[config.mk]
export PLATFORM = sky130hd
export DESIGN_NAME = ahb_sram_bridge
export DESIGN_NICKNAME = d
export VERILOG_FILES = /design/src/rtl/ahb_sram_bridge.sv
export SDC_FILE = /design/constraint.sdc
export NUM_CORES = 1
export LEC_CHECK = 0
export ABC_AREA = 1
export CORE_MARGIN = 2
export CORE_UTILIZATION = 25
export DETAILED_ROUTE_END_ITERATION = 10
export PLACE_DENSITY = 0.88
export SETUP_SLACK_MARGIN = 0.4
export SYNTH_ARGS = -nofsm -noshare
export SYNTH_HDL_FRONTEND = slang
export SYNTH_SLANG_ARGS = --single-unit
[constraint.sdc]
create_clock -name HCLK -period 1.9 [get_ports HCLK]
set_input_delay 0.475 -clock HCLK [delete_from_list [all_inputs] [get_ports HCLK]]
set_output_delay 0.475 -clock HCLK [all_outputs]
set_load 0.1 [all_outputs]
[src/rtl/ahb_sram_bridge.sv]
//==============================================================================
// Module      : ahb_sram_bridge
// Description : AHB-Lite slave to single-port synchronous SRAM bridge with
//               zero-wait reads/writes and one-wait write-then-read collisions.
// Revision    : 1.0 - initial release
//==============================================================================
`default_nettype none

module ahb_sram_bridge #(
    parameter int AW = 12
) (
    input  logic          HCLK,
    input  logic          HRESET,
    input  logic          HSEL,
    input  logic [31:0]   HADDR,
    input  logic [1:0]    HTRANS,
    input  logic          HWRITE,
    input  logic [2:0]    HSIZE,
    input  logic [31:0]   HWDATA,
    input  logic          HREADY,
    output logic          HREADYOUT,
    output logic          HRESP,
    output logic [31:0]   HRDATA,
    input  logic [31:0]   SRAMRDATA,
    output logic [3:0]    SRAMWEN,
    output logic [31:0]   SRAMWDATA,
    output logic          SRAMCS0,
    output logic [AW-1:0] SRAMADDR
);

    typedef enum logic [2:0] {
        S_IDLE     = 3'd0,
        S_WR_DATA  = 3'd1,
        S_RD_DATA  = 3'd2,
        S_RD_STALL = 3'd3,
        S_ERR1     = 3'd4,
        S_ERR2     = 3'd5
    } state_t;

    state_t        r_state;
    state_t        w_next;
    logic [AW-1:0] r_addr;
    logic [3:0]    r_mask;

    logic          w_open;
    logic          w_accept;
    logic          w_illegal;
    logic [3:0]    w_mask;
    logic [AW-1:0] w_word;
    logic          w_unused;

    assign w_word   = HADDR[AW+1:2];
    assign w_unused = &{1'b0, HADDR[31:AW+2], HTRANS[0]};

    // New transfers are only taken in states that present HREADYOUT=1.
    assign w_open   = (r_state == S_IDLE) || (r_state == S_WR_DATA) ||
                      (r_state == S_RD_DATA) || (r_state == S_ERR2);
    assign w_accept = HSEL && HTRANS[1] && HREADY && w_open && !HRESET;

    assign w_illegal = (HSIZE > 3'd2) ||
                       ((HSIZE == 3'd1) && HADDR[0]) ||
                       ((HSIZE == 3'd2) && (HADDR[1:0] != 2'b00));

    always_comb begin
        w_mask = 4'b0000;
        case (HSIZE)
            3'd0:    w_mask = 4'b0001 << HADDR[1:0];
            3'd1:    w_mask = HADDR[1] ? 4'b1100 : 4'b0011;
            3'd2:    w_mask = 4'b1111;
            default: w_mask = 4'b0000;
        endcase
    end

    always_comb begin
        w_next = S_IDLE;
        case (r_state)
            S_RD_STALL: w_next = S_RD_DATA;
            S_ERR1:     w_next = S_ERR2;
            default: begin
                if (w_accept) begin
                    if (w_illegal)
                        w_next = S_ERR1;
                    else if (HWRITE)
                        w_next = S_WR_DATA;
                    else if (r_state == S_WR_DATA)
                        w_next = S_RD_STALL;
                    else
                        w_next = S_RD_DATA;
                end
            end
        endcase
    end

    // r_addr holds either the pending write address or a read deferred by a
    // write data phase; the write has already used it by the time it changes.
    always_ff @(posedge HCLK) begin
        if (HRESET) begin
            r_state <= S_IDLE;
            r_addr  <= '0;
            r_mask  <= 4'b0000;
        end else begin
            r_state <= w_next;
            if (w_accept && !w_illegal) begin
                r_addr <= w_word;
                r_mask <= HWRITE ? w_mask : 4'b0000;
            end
        end
    end

    always_comb begin
        HREADYOUT = 1'b1;
        HRESP     = 1'b0;
        SRAMCS0   = 1'b0;
        SRAMWEN   = 4'b0000;
        SRAMADDR  = r_addr;
        case (r_state)
            S_WR_DATA: begin
                SRAMCS0 = 1'b1;
                SRAMWEN = r_mask;
            end
            S_RD_STALL: begin
                SRAMCS0   = 1'b1;
                HREADYOUT = 1'b0;
            end
            S_ERR1: begin
                HREADYOUT = 1'b0;
                HRESP     = 1'b1;
            end
            S_ERR2: HRESP = 1'b1;
            default: ;
        endcase
        // Zero-wait read: strobe straight from the address phase when the
        // SRAM port is not busy with a write.
        if (w_accept && !w_illegal && !HWRITE && (r_state != S_WR_DATA)) begin
            SRAMCS0  = 1'b1;
            SRAMWEN  = 4'b0000;
            SRAMADDR = w_word;
        end
    end

    assign SRAMWDATA = HWDATA;
    assign HRDATA    = SRAMRDATA;

endmodule

`default_nettype wire

==> reports/results.tsv <==
metric	value	unit
status	complete, but fails checks	
violated checks	setup timing	
worst skew pair latency	0.26	ns
Final ANT Viol Nets	0	
total core area	6680	um2
H-Tree Depth	1	
initial antenna violation count	0	
Post-Syn Nets	389	
area post-placement	2410	um2
CTS tree	yes	
Area growth syn-to-layout	87.1	%
type of origin of the critical path	flop	
total gr overflow	0	
Clk pin slew, worst setup/hold paths	0.07	ns
# hold bufs at CTS	0	
Yosys top cell by area	buf_4	
Iteration-0 DRC Markers	42	
filler instances	587	
vias in the first global route	1931	
Via Count	1748	
WP data arrival	1.77	ns
gpl congestion	0.821	
most common cell in the synthesized netlist	nand2_1	
cells on worst reg2reg path	14	
final non-filler cell total	390	
top cells by count, synth	88 x nand2_1, 65 x buf_4, 44 x nor2_1	
synth warn	0	
post-route cell area	3190	um2
P_leak	1.37	nW
Initial Util	25.5	%
multi-input combinational cell area	1340	um2
worst hold path class	flop to flop	
Max Clk Rate	446	MHz
# port buffers	41	
peak supply drop	0.000210	V
Post-synth EDFFs	0	
share of layout cells above drive strength 1	55.8	%
top cells by area, synth	buf_4 29%, dfxtp_1 22%, nand2_1 19%	
max incr delay on CP	0.38	ns
drt first pass iters	5	
final period utilization	118	%
delay-heaviest family, CP	simple AND/OR/NAND/NOR gates	
dominant synthesized flop cell	dfxtp_1	
Setup Skew	0.00125	ns
Die Wd	86.6	um
row count	30	
vias per cell	4.48	
first-pass GRT wire length	8650	um
PwrDens	336	nW/um2
Mapped Avg Cell Area	6.02	um2
largest net degree at the start of global routing	29	
final net count	417	
Die Y	86.6	um
slowest CP cell	dfxtp_4	
Die ar.	7490	um2
wire per inst	15.4	um
asr flop ratio synth	0	%
CTS Buffer Depth	2	
placed insts	354	
post-synthesis sequential area ratio	22.3	%
Critical Path RT	1.42	ns
post-route setup slack	-0.342	ns
kind of critical path	flop to output pin	
Final Hold Vio Count	0	
Final HPWL DP	3380	um
worst slew pin tran	0.397	ns
type of destination of the critical path	output pin	
count of buffer and inverter cells on the critical path	3	
Reg area	385	um2
# diodes	0	
total stage count of the critical path	10	
RSZ-0062 raised after global routing	true	
root buffer cell	clkbuf_8	
Slew Limit Fails	0	
critical-path cell list	inv_4, nand2_4, nand2_4, nor2_4, nand3_4, nor2_4, clkbuf_16, nand2_8, nand2_8, buf_12	
crit-path max FO	6	
relative slew slack	73.5	%
flops & latches, synth	19	
DRT Wirelength	6020	um
WHS Path Cells	4	
clk sink count	19	
Mapped Cells	283	
Inserted Clock Buffers	3	
Netlist cell types	17	
Tmin final	2.24	ns
Pwr Total	1.07	mW
maxcap violations	0	
Top-Level Pins	189	
Synth Cell Area	1700	um2
final setup vio count	18	
GRT Overall Usage	14.8	%
top-area cell type share of the netlist area	28.6	%
drt drc	0	
==> tightest hold or removal path: cells and delay by family, from the launching register on <==
kind                   cells  cell delay, ns
flip-flops                 1            0.32
AND/OR/NAND/NOR            3            0.13
buffers and inverters      1            0.05
==> cells by family (layout without fill, tap and decap cells) <==
| kind of cell | Yosys count | in the layout | synth area share [%] |
|---|---|---|---|
| simple gates | 154 | 154 | 37.2 |
| buf+inv | 104 | 131 | 38.8 |
| flops | 19 | 19 | 22.3 |
| compound gates | 6 | 6 | 1.76 |
==> power by group <==
part | switching, mW | internal (mW)
clock network | 0.139 | 0.146
registers | 0.00691 | 0.404
logic | 0.204 | 0.170
==> layout by cell type (no fill, tap or decap), drive strengths merged <==
master / netlist / routed
a21oi: 4 / 4
buf: 71 / 77
clkbuf: 0 / 6
clkdlybuf4s15: 0 / 1
clkdlybuf4s50: 0 / 12
clkinv: 1 / 2
dfxtp: 19 / 19
dlygate4sd2: 0 / 1
inv: 32 / 32
nand2: 90 / 90
nand3: 16 / 16
nor2: 48 / 48
o21ai: 2 / 2
==> flip-flops by register name (all words and copies together) (netlist names) <==
signal	count
r_addr	12
r_mask	4
r_state	3
==> routing by layer <==
metal  part of all wire (%)  GRT usage, %  wire length, um
met5                      0             0                0
met2                     57          29.5             3410
met4                    5.2          9.66              316
met3                    6.3          4.29              381
met1                     32          12.4             1910
==> stage by stage <==
| step | worst slack [ns] | util, % | TNS [ns] | hold WS, ns |
|---|---|---|---|---|
| after floorplan | -0.0985 | - | -1.07 | 0.489 |
| after global routing | -0.401 | 47.7 | -5.68 | 0.572 |
| after detailed placement | -0.663 | 36.1 | -9.46 | 0.518 |
| final | -0.342 | 47.7 | -4.66 | 0.544 |
| after CTS | -0.347 | 44.2 | -4.16 | 0.539 |
| after global placement | -0.620 | 36.1 | -8.19 | 0.499 |
==> worst paths after layout <==
check	startpoint	slack, ns	endpoint
hold / removal	r_addr[11]$_SDFFE_PP0P_	0.54	r_addr[11]$_SDFFE_PP0P_
setup / recovery	r_state[0]$_SDFF_PP0_	-0.34	SRAMADDR[2]
setup reg to reg	r_state[0]$_SDFF_PP0_	0.05	r_state[1]$_SDFF_PP0_
hold reg to reg	r_addr[11]$_SDFFE_PP0P_	0.54	r_addr[11]$_SDFFE_PP0P_
==> repair_timing <==
| item | 4_1_cts | 5_1_grt |
|---|---|---|
| buffers inserted | 23 | 4 |
| gates resized for setup | 104 | 38 |
| pin swaps | 25 | 10 |
| setup endpoints to repair | 37 | 37 |
| hold endpoints to repair | 0 | 0 |
| cloned | 2 | 3 |
==> cell type report <==
cell class | count | share of cell area, %
sequential | 19 | 12.1
timing repair buffer | 94 | 37.1
inverter | 33 | 4.12
clock inverter | 1 | 0.157
multi-input combinational | 160 | 42.1
clock buffer | 3 | 1.30
tap | 80 | 3.14
Power figures use the tool's default switching activity.
